<file path="src/rtl/id_ex_stage_reg.sv">
// ---------------------------------------------------------------------------
// id_ex_stage_reg
//
// ID/EX pipeline register of the 5-stage RV32 core. Captures the decode
// control bundle and operands on every rising clk edge and presents them
// to EX one cycle later. Also detects load-use hazards against the
// instruction currently in EX, and honours EX stall and branch flush.
//
// Slot semantics: ex_valid=1 means the ex_* slot holds a real instruction.
// A bubble is ex_valid=0 with every control bit 0. The EX slot advances
// on every edge unless ex_stall=1, which holds it. A pending flush always
// wins, even over ex_stall.
//
// Ports:
//   clk, reset          rising-edge clock, asynchronous active-high reset
//   id_*                decode-stage control bits, operands and indices
//   ex_stall            EX/MEM cannot accept; hold ex_* contents
//   flush               branch taken; kill the decode slot (load bubble)
//   ex_*                registered copies of the id_* inputs
//   hazard_stall        combinational load-use stall for PC and IF/ID
//   bubble_count        (only with ID_EX_PERF_CNT_EN) saturating count of
//                       bubbles loaded by hazard_stall or flush
//
// Configuration macro: ID_EX_PERF_CNT_EN enables bubble_count.
// ---------------------------------------------------------------------------
module id_ex_stage_reg #(
   parameter int XLEN   = 32,
   parameter int REG_AW = 5
) (
   input  logic              clk,
   input  logic              reset,
   input  logic [1:0]        id_alu_op,
   input  logic              id_alu_src,
   input  logic              id_branch,
   input  logic              id_mem_read,
   input  logic              id_mem_write,
   input  logic              id_reg_write,
   input  logic              id_mem_to_reg,
   input  logic              id_valid,
   input  logic [XLEN-1:0]   id_pc,
   input  logic [XLEN-1:0]   id_rs1_data,
   input  logic [XLEN-1:0]   id_rs2_data,
   input  logic [XLEN-1:0]   id_imm,
   input  logic [REG_AW-1:0] id_rs1,
   input  logic [REG_AW-1:0] id_rs2,
   input  logic [REG_AW-1:0] id_rd,
   input  logic [3:0]        id_funct,
   input  logic              ex_stall,
   input  logic              flush,
   output logic [1:0]        ex_alu_op,
   output logic              ex_alu_src,
   output logic              ex_branch,
   output logic              ex_mem_read,
   output logic              ex_mem_write,
   output logic              ex_reg_write,
   output logic              ex_mem_to_reg,
   output logic              ex_valid,
   output logic [XLEN-1:0]   ex_pc,
   output logic [XLEN-1:0]   ex_rs1_data,
   output logic [XLEN-1:0]   ex_rs2_data,
   output logic [XLEN-1:0]   ex_imm,
   output logic [REG_AW-1:0] ex_rs1,
   output logic [REG_AW-1:0] ex_rs2,
   output logic [REG_AW-1:0] ex_rd,
   output logic [3:0]        ex_funct,
   output logic              hazard_stall
`ifdef ID_EX_PERF_CNT_EN
   ,
   output logic [31:0]       bubble_count
`endif
);

   logic rs2_used;
   logic rd_match;

   // rs2 is only read when the second ALU operand is a register or the
   // instruction is a store (store data comes from rs2).
   assign rs2_used = ~id_alu_src | id_mem_write;

   // x0 is hardwired zero, so a load targeting it can never create a hazard.
   assign rd_match = (ex_rd != '0) &&
                     ((ex_rd == id_rs1) || (rs2_used && (ex_rd == id_rs2)));

   assign hazard_stall = ex_valid & ex_mem_read & rd_match & id_valid & ~flush;

   always_ff @(posedge clk or posedge reset) begin
      if (reset) begin
         ex_alu_op     <= '0;
         ex_alu_src    <= 1'b0;
         ex_branch     <= 1'b0;
         ex_mem_read   <= 1'b0;
         ex_mem_write  <= 1'b0;
         ex_reg_write  <= 1'b0;
         ex_mem_to_reg <= 1'b0;
         ex_valid      <= 1'b0;
         ex_pc         <= '0;
         ex_rs1_data   <= '0;
         ex_rs2_data   <= '0;
         ex_imm        <= '0;
         ex_rs1        <= '0;
         ex_rs2        <= '0;
         ex_rd         <= '0;
         ex_funct      <= '0;
      end else if (flush || (!ex_stall && hazard_stall)) begin
         // Bubble: flush overrides a stall; a hazard only bubbles when
         // the slot is free to advance.
         ex_alu_op     <= '0;
         ex_alu_src    <= 1'b0;
         ex_branch     <= 1'b0;
         ex_mem_read   <= 1'b0;
         ex_mem_write  <= 1'b0;
         ex_reg_write  <= 1'b0;
         ex_mem_to_reg <= 1'b0;
         ex_valid      <= 1'b0;
         ex_pc         <= '0;
         ex_rs1_data   <= '0;
         ex_rs2_data   <= '0;
         ex_imm        <= '0;
         ex_rs1        <= '0;
         ex_rs2        <= '0;
         ex_rd         <= '0;
         ex_funct      <= '0;
      end else if (!ex_stall) begin
         // Controls are masked by id_valid so an empty decode slot can
         // never write memory or the register file. mem_to_reg is also
         // masked by reg_write because decode leaves it unspecified
         // when nothing is written back.
         ex_alu_op     <= id_valid ? id_alu_op : 2'b00;
         ex_alu_src    <= id_alu_src   & id_valid;
         ex_branch     <= id_branch    & id_valid;
         ex_mem_read   <= id_mem_read  & id_valid;
         ex_mem_write  <= id_mem_write & id_valid;
         ex_reg_write  <= id_reg_write & id_valid;
         ex_mem_to_reg <= id_mem_to_reg & id_reg_write & id_valid;
         ex_valid      <= id_valid;
         ex_pc         <= id_pc;
         ex_rs1_data   <= id_rs1_data;
         ex_rs2_data   <= id_rs2_data;
         ex_imm        <= id_imm;
         ex_rs1        <= id_rs1;
         ex_rs2        <= id_rs2;
         ex_rd         <= id_rd;
         ex_funct      <= id_funct;
      end
   end

`ifdef ID_EX_PERF_CNT_EN
   // Counts bubbles only; stall holds are not bubbles.
   always_ff @(posedge clk or posedge reset) begin
      if (reset) begin
         bubble_count <= '0;
      end else if ((flush || (!ex_stall && hazard_stall)) &&
                   (bubble_count != 32'hFFFF_FFFF)) begin
         bubble_count <= bubble_count + 32'd1;
      end
   end
`endif

endmodule

</file>
<file path="config.mk">
export PLATFORM = sky130hd
export DESIGN_NAME = id_ex_stage_reg
export DESIGN_NICKNAME = d
export VERILOG_FILES = /design/src/rtl/id_ex_stage_reg.sv
export SDC_FILE = /design/constraint.sdc
export NUM_CORES = 1
export LEC_CHECK = 0
export CORE_ASPECT_RATIO = 0.75
export CORE_MARGIN = 1
export CORE_UTILIZATION = 44
export DETAILED_ROUTE_END_ITERATION = 6
export PLACE_DENSITY = 0.84
export SYNTH_ARGS = -nofsm -noshare
export SYNTH_HDL_FRONTEND = slang
export SYNTH_SLANG_ARGS = --single-unit
</file>
<file path="constraint.sdc">
create_clock -name clk -period 10.6 [get_ports clk]
set_clock_uncertainty 0.05 [all_clocks]
set_input_delay 3.18 -clock clk [delete_from_list [all_inputs] [get_ports clk]]
set_output_delay 3.18 -clock clk [all_outputs]
set_load 0.02 [all_outputs]
</file>
# Word-level counts from Yosys, hierarchy flattened
# Index checks and enable logic that the tools add are counted.
[totals] reg_bits=156 wordCells=73
[op_classes] bitwise_logic=14 mux=33 eq_ne=3 reduce_logical=7
[ops] op="32-bit two-way mux" count=8
[ops] op="5-bit two-way mux" count=6
[ops] op="1-bit two-way mux" count=14
[ops] op="1-bit AND" count=11
[ops] op="5-bit equality test" count=2
[ops] op="4-bit two-way mux" count=2
[ops] op="2-bit two-way mux" count=3
[ops] op="5-bit nonzero test" count=1
[ops] op="1-bit logical AND" count=3
[ops] op="1-bit logical OR" count=2
[ops] op="2-bit by 1-bit != test with 1-bit output (second input constant)" count=1
[ops] op="1-bit NOT" count=2
[ops] op="1-bit zero test" count=1
[ops] op="1-bit bitwise OR" count=1

# Logic depth before layout (Yosys ltp)
[logic_depth] depth_word=11 depth_mapped=7 mapped_depth_nobuf=5

# Worst setup path before layout
# No wires, ideal clock.
[synth_timing] kind="input to output" startpoint="in id_rs2[2]" endpoint="out hazard_stall" arrival_ns=4.221 path_buffers=2 path_stages=7 path_slack_ns=3.149 cell_sequence="xnor2_1 -> o2111ai_1 -> nor3_1 -> o221ai_2 -> buf_4 -> buf_4 -> inv_1"
[synth_via] elab_chain_len=7
[synth_rtl] item="start, declared" line_no="45" rtl="input logic [REG_AW-1:0] id_rs2,"
[synth_rtl] item="5-bit equality test" line_no="82" rtl="((ex_rd == id_rs1) || (rs2_used && (ex_rd == id_rs2)));"
[synth_rtl] item="1-bit logical AND" line_no="82"
[synth_rtl] item="1-bit logical OR" line_no="82"
[synth_rtl] item="1-bit logical AND" line_no="81" rtl="assign rd_match = (ex_rd != '0) &&"
[synth_rtl] item="1-bit AND (3 in series)" line_no="84" rtl="assign hazard_stall = ex_valid & ex_mem_read & rd_match & id_valid & ~flush;"
[synth_rtl] item="end, declared" line_no="66" rtl="output logic hazard_stall"
# Every way passes these cells.

# Worst setup path after layout
[layout_timing] startpoint="in id_rs1[4]" endpoint="out hazard_stall"
[layout_via] elab_chain_len=6
[layout_rtl] item="start, declared" line_no="44" rtl="input logic [REG_AW-1:0] id_rs1,"
[layout_rtl] item="5-bit equality test" line_no="82"
[layout_rtl] item="1-bit logical OR" line_no="82"
[layout_rtl] item="1-bit logical AND" line_no="81"
[layout_rtl] item="1-bit AND (3 in series)" line_no="84"
# Every way passes these cells.

==> summary by stage <==
Status
The run finished with clean final reports.

Synthesis
The number of library cell types mapped by synthesis is 21. Counting instances in the post-synthesis netlist gives the leading cell types as sky130_fd_sc_hd__dfrtp_1, sky130_fd_sc_hd__a32o_1, sky130_fd_sc_hd__nor2b_1. The biggest area consumer among synthesized cells is sky130_fd_sc_hd__dfrtp_1. The proportion of register bits with asynchronous set or reset after synthesis is 1.00.

The count of flip-flops with a built-in enable after synthesis is 0. The most common cell in the synthesized netlist is sky130_fd_sc_hd__dfrtp_1. Synthesis produced roughly 500 cells. For this run, the number of Yosys warnings is 0. The number of nets in the synthesized netlist is approximately 660.

Ranked by total cell area, the synthesized netlist is headed by sky130_fd_sc_hd__dfrtp_1, sky130_fd_sc_hd__a32o_1, sky130_fd_sc_hd__nor2b_1. Among all flip-flop cells after synthesis, the most frequent one is sky130_fd_sc_hd__dfrtp_1. The netlist area before placement is 6530 um2. The area share of the leading cell type in the synthesized netlist is 0.598. After synthesis, the mean cell area works out to approximately 13 um2. The flip-flop and latch count after synthesis is about 160. The share of the yosys chip area belonging to registers is 0.598.

Floorplan
The starting utilization of the core area is 0.452. From bottom edge to top edge, the die measures around 110 um. During I/O placement, the number of pins put on the boundary was about 320. Measured along the x axis, the die boundary spans around 140 um. The floorplan step defined a core boundary enclosing approximately 14000 um2.

The die covers between 15000 and 20000 um2. In this run the core area contains 38 standard-cell rows.

Layout
Of the cells placed in the final design, the portion with a size suffix greater than 1 is 0.0569. The count of placed standard cells in the final layout, fillers left out is about 990. The number of fill cells is between 1000 and 1500.

The final design utilization is 0.719. With fillers left out, the area of the finished cells amounts to 10400 um2. The number of nets in the layout is 938. The total inserted antenna cells is 0.

The layout-stage area growth over the synthesis result is 59.2%.

Global routing
Across every metal layer, demand over resource in global routing totals 0.269. The residual overflow from global routing is 0. The via count of the first global-routing pass is 5812. The initial antenna violation count is 0.

The first-pass GRT wire length is between 30000 and 40000 um. The pin count of the biggest net entering global routing is 97.

STA
In the post-route analysis, the smallest setup slack over all paths is between 2000 and 2500 ps. The setup violation total in the final timing report is 0. The share of the cycle needed by the critical path after routing is 0.786. Setup repair after global routing left no endpoint under its margin. Derived from the worst setup path, the maximum achievable clock frequency is 0.120 GHz. The worst hold slack is between 400 and 500 ps. The clock period could shrink to between 8000 and 9000 ps.

The total negative setup slack is 0 ps. The normalized max-slew margin is 0.324. The number of max-slew violations in the final report was 0. The count of endpoints failing hold in the final timing report is 0.

For the pin with the worst max-slew slack, the measured transition is 1010 ps.

Worst setup path
For the worst flop-to-flop path, the logic depth is 5. In this run the worst path has a maximum fanout of 2. For the worst setup path, the data required time is around 7400 ps. The startpoint of the worst setup timing path is id_rs1[4]. The worst register-to-register path ends at ex_rs2_data[30]. In this run the register-to-register setup slack is between 7000 and 8000 ps. The kind of capture point of the worst setup path is a primary output.

Following the worst setup path forward leads to its endpoint at hazard_stall. The data arrival time at the worst-slack endpoint is about 5100 ps. The worst setup path is launched from an input port.

The startpoint identified for the worst register-to-register timing path is ex_rd[1]. The kind of critical path is in -> out.

CTS
Clock-pin slew was measured on the worst setup and hold paths at 60 ps. The number of hold buffers added after CTS was 0. In this run the deepest clock path goes through 2 buffers. The H-tree was split into 4 levels. In this run the post-CTS setup repair buffer count came out at 0. The CTS sink count is around 160. In this run the clock root is driven by a sky130_fd_sc_hd__clkbuf_16. TritonCTS built the clock tree. The number of buffers created by CTS is 17. The post-CTS resize count is 0.

The clock reaches the later pin of the worst-skew pair after between 400 and 500 ps.

Hold path
The beginning of the worst hold path is ex_rs1_data[27]. Along the worst hold path, the cell count comes to 1. The worst hold-check path type is reg -> reg.

Placement
The port buffer count is 316. The worst slack at placement is approximately 2300 ps. The number of cells in the design after placement is 959. At the end of routability-driven placement, the weighted congestion stood at just under 0.8. The cell area after placement is just under 10000 um2.

Summed over all nets, the half-perimeter wirelength after detailed placement is between 10000 and 15000 um.

Route
The total via count in the routed design is around 5600. The number of DRC violations after detailed-routing iteration 0 is 430. The total wirelength of the detailed-routed design is approximately 20000 um. In the routed design, unresolved DRC markers number 0. Before antenna repair, the detailed router went through 5 iterations.

In the final routed layout, each cell accounts on average for 20.4 um. Dividing the detail-routed via count by the number of cells gives 5.67. Once detail routing completed, the nets flagged for antenna violations numbered 0.

Power
The static power due to leakage is 4.26 nW. The total power is 1.57 mW. VDD sags by at most 0.102 mV. In this run the power density over the cells is approximately 150 nW/um2.

Job
The number of maximum-capacitance constraint violations is 0.
-- logic make-up after synthesis --
family	count (synthesis)	synth area share
AO/OA/AOI/OAI	158	0.240
XOR/XNOR	10	0.0134
buffers and inverters	64	0.0458
flip-flops	156	0.598
AND/OR/NAND/NOR	108	0.103
-- cells in the final DEF, fill, tap and decap left out, drive strengths merged --
master | netlist | layout
or4 | 1 | 1
and3 | 2 | 2
inv | 3 | 3
clkinvlp | 0 | 2
nor3 | 3 | 3
xnor2 | 6 | 6
nand3 | 1 | 1
nor2 | 3 | 3
nand2b | 1 | 1
xor2 | 4 | 4
o221ai | 1 | 1
clkinv | 0 | 3
nand2 | 2 | 2
clkdlybuf4s50 | 0 | 314
nor2b | 85 | 85
dfrtp | 156 | 156
a32o | 142 | 142
clkbuf | 43 | 23
nor3b | 10 | 10
o2111ai | 1 | 1
buf | 18 | 10
a22o | 14 | 14
bufinv | 0 | 4
-- worst min-delay path by stage --
stage	end	slack [ps]
floorplan	ex_alu_op[0]	560
global placement	ex_rs1_data[25]	420
detailed placement	ex_pc[1]	430
CTS	ex_rs1_data[27]	450
global route	ex_pc[12]	460
finish	ex_rs1_data[27]	440
-- power breakdown --
part           internal [mW]  leakage [nW]  switching (mW)  total, mW
logic                  0.143          1.86           0.121      0.265
clock network          0.426         0.316           0.234      0.661
registers              0.628          2.08          0.0189      0.647
total                   1.20          4.26           0.375       1.57
-- routing by layer --
| layer | global-route usage | up-vias | share of wire |
|---|---|---|---|
| met5 | 0 | - | 0 |
| met2 | 0.460 | 234 | 0.51 |
| met1 | 0.300 | 2850 | 0.38 |
| met4 | 0.141 | 0 | 0.032 |
| met3 | 0.0850 | 44 | 0.082 |
| li1 | - | 2492 | - |
-- area by class of cell --
cell class / count / area (um2) / share of cell area
Multi-Input combinational cell: 276 / 2350 / 0.226
Tap cell: 200 / 250 / 0.0241
Clock inverter: 9 / 158 / 0.0152
Sequential cell: 156 / 3900 / 0.375
Clock buffer: 23 / 498 / 0.0479
Timing Repair Buffer: 324 / 3220 / 0.310
Inverter: 3 / 16.3 / 0.00156
-- worst max-delay path, stage by stage --
cell and delay (ps):
sky130_fd_sc_hd__clkdlybuf4s50_1 500, sky130_fd_sc_hd__xnor2_1 130, sky130_fd_sc_hd__nand3_1 110, sky130_fd_sc_hd__nor3_1 340
sky130_fd_sc_hd__o221ai_4 140, sky130_fd_sc_hd__inv_1 70, sky130_fd_sc_hd__clkdlybuf4s50_1 630
Power figures use the tool's default switching activity.
